<file path="src/rtl/pa_fifo_sched.sv">
// Arbitrates four word requesters into datapath FIFO0 via an A0 copy and an F0 load strobe.
// Round-robin or fixed priority, one word per three cycles at best, all outputs registered.
module pa_fifo_sched #(
    parameter bit PRIO_FIXED = 1'b0
) (
    input  logic       clk_i,
    input  logic       rst_i,
    input  logic [3:0] req_i,
    input  logic [7:0] data0_i,
    input  logic [7:0] data1_i,
    input  logic [7:0] data2_i,
    input  logic [7:0] data3_i,
    output logic [3:0] ack_o,
    output logic [2:0] dp_cs_addr_o,
    output logic [7:0] dp_pi_o,
    output logic       dp_f0_load_o,
    input  logic       dp_f0_full_i,
    output logic [1:0] grant_id_o,
    output logic       busy_o,
    output logic [7:0] words_loaded_o
);

    typedef enum logic [1:0] {StIdle, StCopy, StWait, StLoad} state_e;

    state_e     state_q;
    logic [3:0] ack_q;
    logic [2:0] cs_q;
    logic [7:0] pi_q;
    logic       load_q;
    logic [1:0] grant_q;
    logic       busy_q;
    logic [7:0] words_q;
    logic [1:0] rr_ptr_q;

    logic [1:0] win_id;
    logic [1:0] idx;
    logic [7:0] win_data;

    // Scan from the highest offset down so the lowest offset from the start point wins.
    always_comb begin
        win_id = 2'd0;
        idx    = 2'd0;
        for (int k = 3; k >= 0; k--) begin
            idx = PRIO_FIXED ? 2'(k) : rr_ptr_q + 2'(k);
            if (req_i[idx]) begin
                win_id = idx;
            end
        end
    end

    always_comb begin
        win_data = data0_i;
        case (win_id)
            2'd0: win_data = data0_i;
            2'd1: win_data = data1_i;
            2'd2: win_data = data2_i;
            2'd3: win_data = data3_i;
            default: win_data = data0_i;
        endcase
    end

    always_ff @(posedge clk_i or posedge rst_i) begin
        if (rst_i) begin
            state_q  <= StIdle;
            ack_q    <= 4'b0000;
            cs_q     <= 3'b000;
            pi_q     <= 8'h00;
            load_q   <= 1'b0;
            grant_q  <= 2'd0;
            busy_q   <= 1'b0;
            words_q  <= 8'h00;
            rr_ptr_q <= 2'd0;
        end else begin
            ack_q  <= 4'b0000;
            load_q <= 1'b0;
            cs_q   <= 3'b000;
            unique case (state_q)
                StIdle: begin
                    if ((req_i != 4'b0000) && !dp_f0_full_i) begin
                        state_q  <= StCopy;
                        cs_q     <= 3'b001;
                        pi_q     <= win_data;
                        grant_q  <= win_id;
                        rr_ptr_q <= win_id + 2'd1;
                        busy_q   <= 1'b1;
                    end
                end
                // COPY and WAIT differ only in that COPY has already loaded A0.
                StCopy, StWait: begin
                    if (!dp_f0_full_i) begin
                        state_q <= StLoad;
                        load_q  <= 1'b1;
                        ack_q   <= 4'b0001 << grant_q;
                        words_q <= words_q + 8'd1;
                    end else begin
                        state_q <= StWait;
                    end
                end
                StLoad: begin
                    state_q <= StIdle;
                    busy_q  <= 1'b0;
                end
                default: state_q <= StIdle;
            endcase
        end
    end

    assign ack_o          = ack_q;
    assign dp_cs_addr_o   = cs_q;
    assign dp_pi_o        = pi_q;
    assign dp_f0_load_o   = load_q;
    assign grant_id_o     = grant_q;
    assign busy_o         = busy_q;
    assign words_loaded_o = words_q;

endmodule
</file>
<file path="config.mk">
export PLATFORM = sky130hd
export DESIGN_NAME = pa_fifo_sched
export DESIGN_NICKNAME = d
export VERILOG_FILES = /design/src/rtl/pa_fifo_sched.sv
export SDC_FILE = /design/constraint.sdc
export NUM_CORES = 1
export LEC_CHECK = 0
export ABC_AREA = 1
export CORE_MARGIN = 5
export CORE_UTILIZATION = 46
export DETAILED_ROUTE_END_ITERATION = 16
export HOLD_SLACK_MARGIN = 0.02
export PLACE_DENSITY = 0.85
export REMOVE_ABC_BUFFERS = 1
export SETUP_SLACK_MARGIN = 0.3
export SLEW_MARGIN = 10
export SYNTH_ARGS = -nofsm -noshare
export SYNTH_HDL_FRONTEND = slang
export SYNTH_SLANG_ARGS = --single-unit
export TNS_END_PERCENT = 5
</file>
<file path="constraint.sdc">
create_clock -name clk_i -period 4.05 [get_ports clk_i]
set_clock_uncertainty 0.1 [all_clocks]
set_input_delay 1.0125 -clock clk_i [delete_from_list [all_inputs] [get_ports clk_i]]
set_output_delay 1.0125 -clock clk_i [all_outputs]
set_load 0.01 [all_outputs]
</file>
==> results_dict.tcl <==
set metrics [dict create \
    route.detailed.drc 0 \
    vdd_drop_max_v 0.000406 \
    synth_commonest_cells "nand2_1, dfrtp_1, o21ai_0, inv_1, nand3_1" \
    tns_ns 0 \
    io_buffer_count 63 \
    viasPerCell 4.91 \
    grt_overflow_total 0 \
    synthDistinctLibCells 26 \
    setup_viol 0 \
    die_height_um 69.5 \
    ys_seq_elements 29 \
    synth_edf_count 0 \
    synth_area_sq_um 1630 \
    crit_type "in2reg" \
    cts_hold_buf 0 \
    antenna_found_initial 0 \
    synth_area_leaders "dfrtp_1, nand2_1, o21ai_0, ha_1, nand3_1" \
    yosysWarnings 0 \
    ys_seq_area_share_pct 44.5 \
    clk_path_buf_depth 2 \
    drtIter0Drc 59 \
    rows 21 \
    fillCellCount 284 \
    endpoint_kind "flip-flop" \
    period_share_pct 71.7 \
    diodes 0 \
    rsz0062_at_grt "no" \
    slew_violations 0 \
    drive_above_1_share_pct 8.99 \
    place.gp.congestion 0.845 \
    core-area_sq_um 3390 \
    finalPower_mw 1.83 \
    finalHoldViolCount 0 \
    worstMarginPinSlew_ns 1.06 \
    yosysMostFrequentCell "nand2_1" \
    synth_cells 204 \
    grt_util_all_layers_pct 16.6 \
    hpwlAfterDp_um 3030 \
    synthArstFlopShare_pct 100 \
    arrival_ns 2.99 \
    cts_root_buf "clkbuf_4" \
    vias 1537 \
    cts_tree "yes" \
    netlist.area_leader.share_pct 44.5 \
    max-slew-margin-rel_pct 29.5 \
    cts_made_buffers 5 \
    crit_path_start_kind "primary input" \
    power_leakage_nw 1.14 \
    wl_per_cell_um 12.5 \
    clk_pin_slew_ns 0.09 \
    ant_nets 0 \
    path_max_fanout 9 \
    layout.nets 312 \
    grt_max_degree 30 \
    p_per_area_nw_per_um2 779 \
    maxCapViolations 0 \
    fmax_mhz 344 \
    fp.dieArea_sq_um 4830 \
    grt_pass1_wl_um 6470 \
    start_util_pct 48.1 \
    cts_setup_buffers 0 \
    syn_to_final_growth_pct 44.3 \
    post_cts_resized 0 \
    hold_class "reg2reg" \
    yosys.area.top_type "dfrtp_1" \
    wl_um 3900 \
    outcome "finished clean" \
    firstDrtPassIters 5 \
    synth-main-ff-cell "dfrtp_1" \
    crit_required_ns 4.14 \
    period_needed_ns 2.91 \
    clkLatencyLatePin_ns 0.33 \
    cts_sinks 29 \
    first_global_vias 1465 \
    ios 66 \
    fp.dieW_um 69.5 \
    avgSynthCellArea_sq_um 7.99 \
    htreeDepth 2 \
]
## final timing paths
| kind | endpoint | startpoint | slack, ns | cells past startpoint |
|---|---|---|---|---|
| setup / recovery | dp_pi_o[1]$_DFFE_PP0P_ | req_i[1] | 1.14 | 14 |
| hold / removal | words_loaded_o[7]$_DFFE_PP0P_ | words_loaded_o[7]$_DFFE_PP0P_ | 0.39 | 1 |
| setup reg to reg | dp_pi_o[1]$_DFFE_PP0P_ | rr_ptr_q[0]$_DFFE_PP0P_ | 1.68 | 12 |
| hold reg to reg | words_loaded_o[7]$_DFFE_PP0P_ | words_loaded_o[7]$_DFFE_PP0P_ | 0.39 | 1 |
| max in group asynchronous | state_q[0]$_DFFE_PP0P_ | rst_i | 2.07 | 2 |
| min in group asynchronous | dp_pi_o[0]$_DFFE_PP0P_ | rst_i | 1.14 | 2 |
## cell usage in the layout (no fill, tap or decap), types with 2 or more instances in the layout
cell type,synthesis,layout
clkdlybuf4s50_1,0,63
nand2_1,61,61
dfrtp_1,29,29
o21ai_0,20,20
inv_1,17,17
nand3_1,17,17
a21oi_1,9,9
nand2_2,8,8
ha_1,7,7
clkbuf_4,0,5
nor2_1,4,4
nor3_1,4,4
xor2_1,4,4
inv_2,3,3
xnor2_1,3,3
nand3_2,2,2
conb_1,1,2
## registers in the layout, indices dropped and copies added, names as in the netlist
register        flops
ack_o               4
busy_o              1
dp_cs_addr_o        1
dp_f0_load_o        1
dp_pi_o             8
grant_id_o          2
rr_ptr_q            2
state_q             2
words_loaded_o      8
## cells by family after synthesis
family                     count (synthesis)  synth area share, %
other                                      1                0.230
and+or+nand+nor                           99                 27.5
adders and majority gates                  7                 5.37
DFF                                       29                 44.5
buffers and inverters                     30                 8.52
AOI/OAI and AO/OA                         31                 10.1
xor gates and xnor gates                   7                 3.76
## critical path: stages
cell,delay (ns)
clkdlybuf4s50_1,0.42
inv_1,0.09
nand2_1,0.08
nand3_1,0.13
nand2_1,0.06
inv_1,0.07
nand2_1,0.05
nand2_1,0.08
nand2_2,0.09
inv_1,0.08
ha_1,0.33
inv_1,0.20
o21ai_0,0.20
o21ai_0,0.09
## routing by layer
layer  GRT usage, %  vias up  routed length [um]
met2           28.9       55                1950
li1               -      766                   -
met4           5.86        0                  42
met3           5.36        5                 272
met1           19.0      711                1640
met5              0        -                   0
## stage by stage
stage                     area [sq um]  hold slack [ns]  setup WS [ns]  util (%)  cells
final                             2350            0.394           1.14      69.4    313
after global routing              2350            0.422          0.848      69.4    313
after CTS                         2350            0.385           1.15      69.4    313
after detailed placement          2270            0.371          0.785      66.9    305
after global placement            2270            0.360          0.905      66.9    305
after floorplan                   1580            0.404           1.56         -    196
## power by group
| group | switching [mW] | internal [mW] | leakage (nW) |
|---|---|---|---|
| combinational | 0.600 | 0.480 | 0.719 |
| sequential | 0.100 | 0.405 | 0.371 |
| clock | 0.0997 | 0.147 | 0.0455 |
## area by class of cell
cell class	instances	area, sq um	area share, %
Clock buffer	7	55.1	2.34
Tap cell	46	57.6	2.45
Sequential cell	29	726	30.9
Clock inverter	1	30.0	1.28
Timing Repair Buffer	63	631	26.8
Multi-Input combinational cell	146	769	32.7
Inverter	21	83.8	3.56
(Power assumes the default switching activity.)
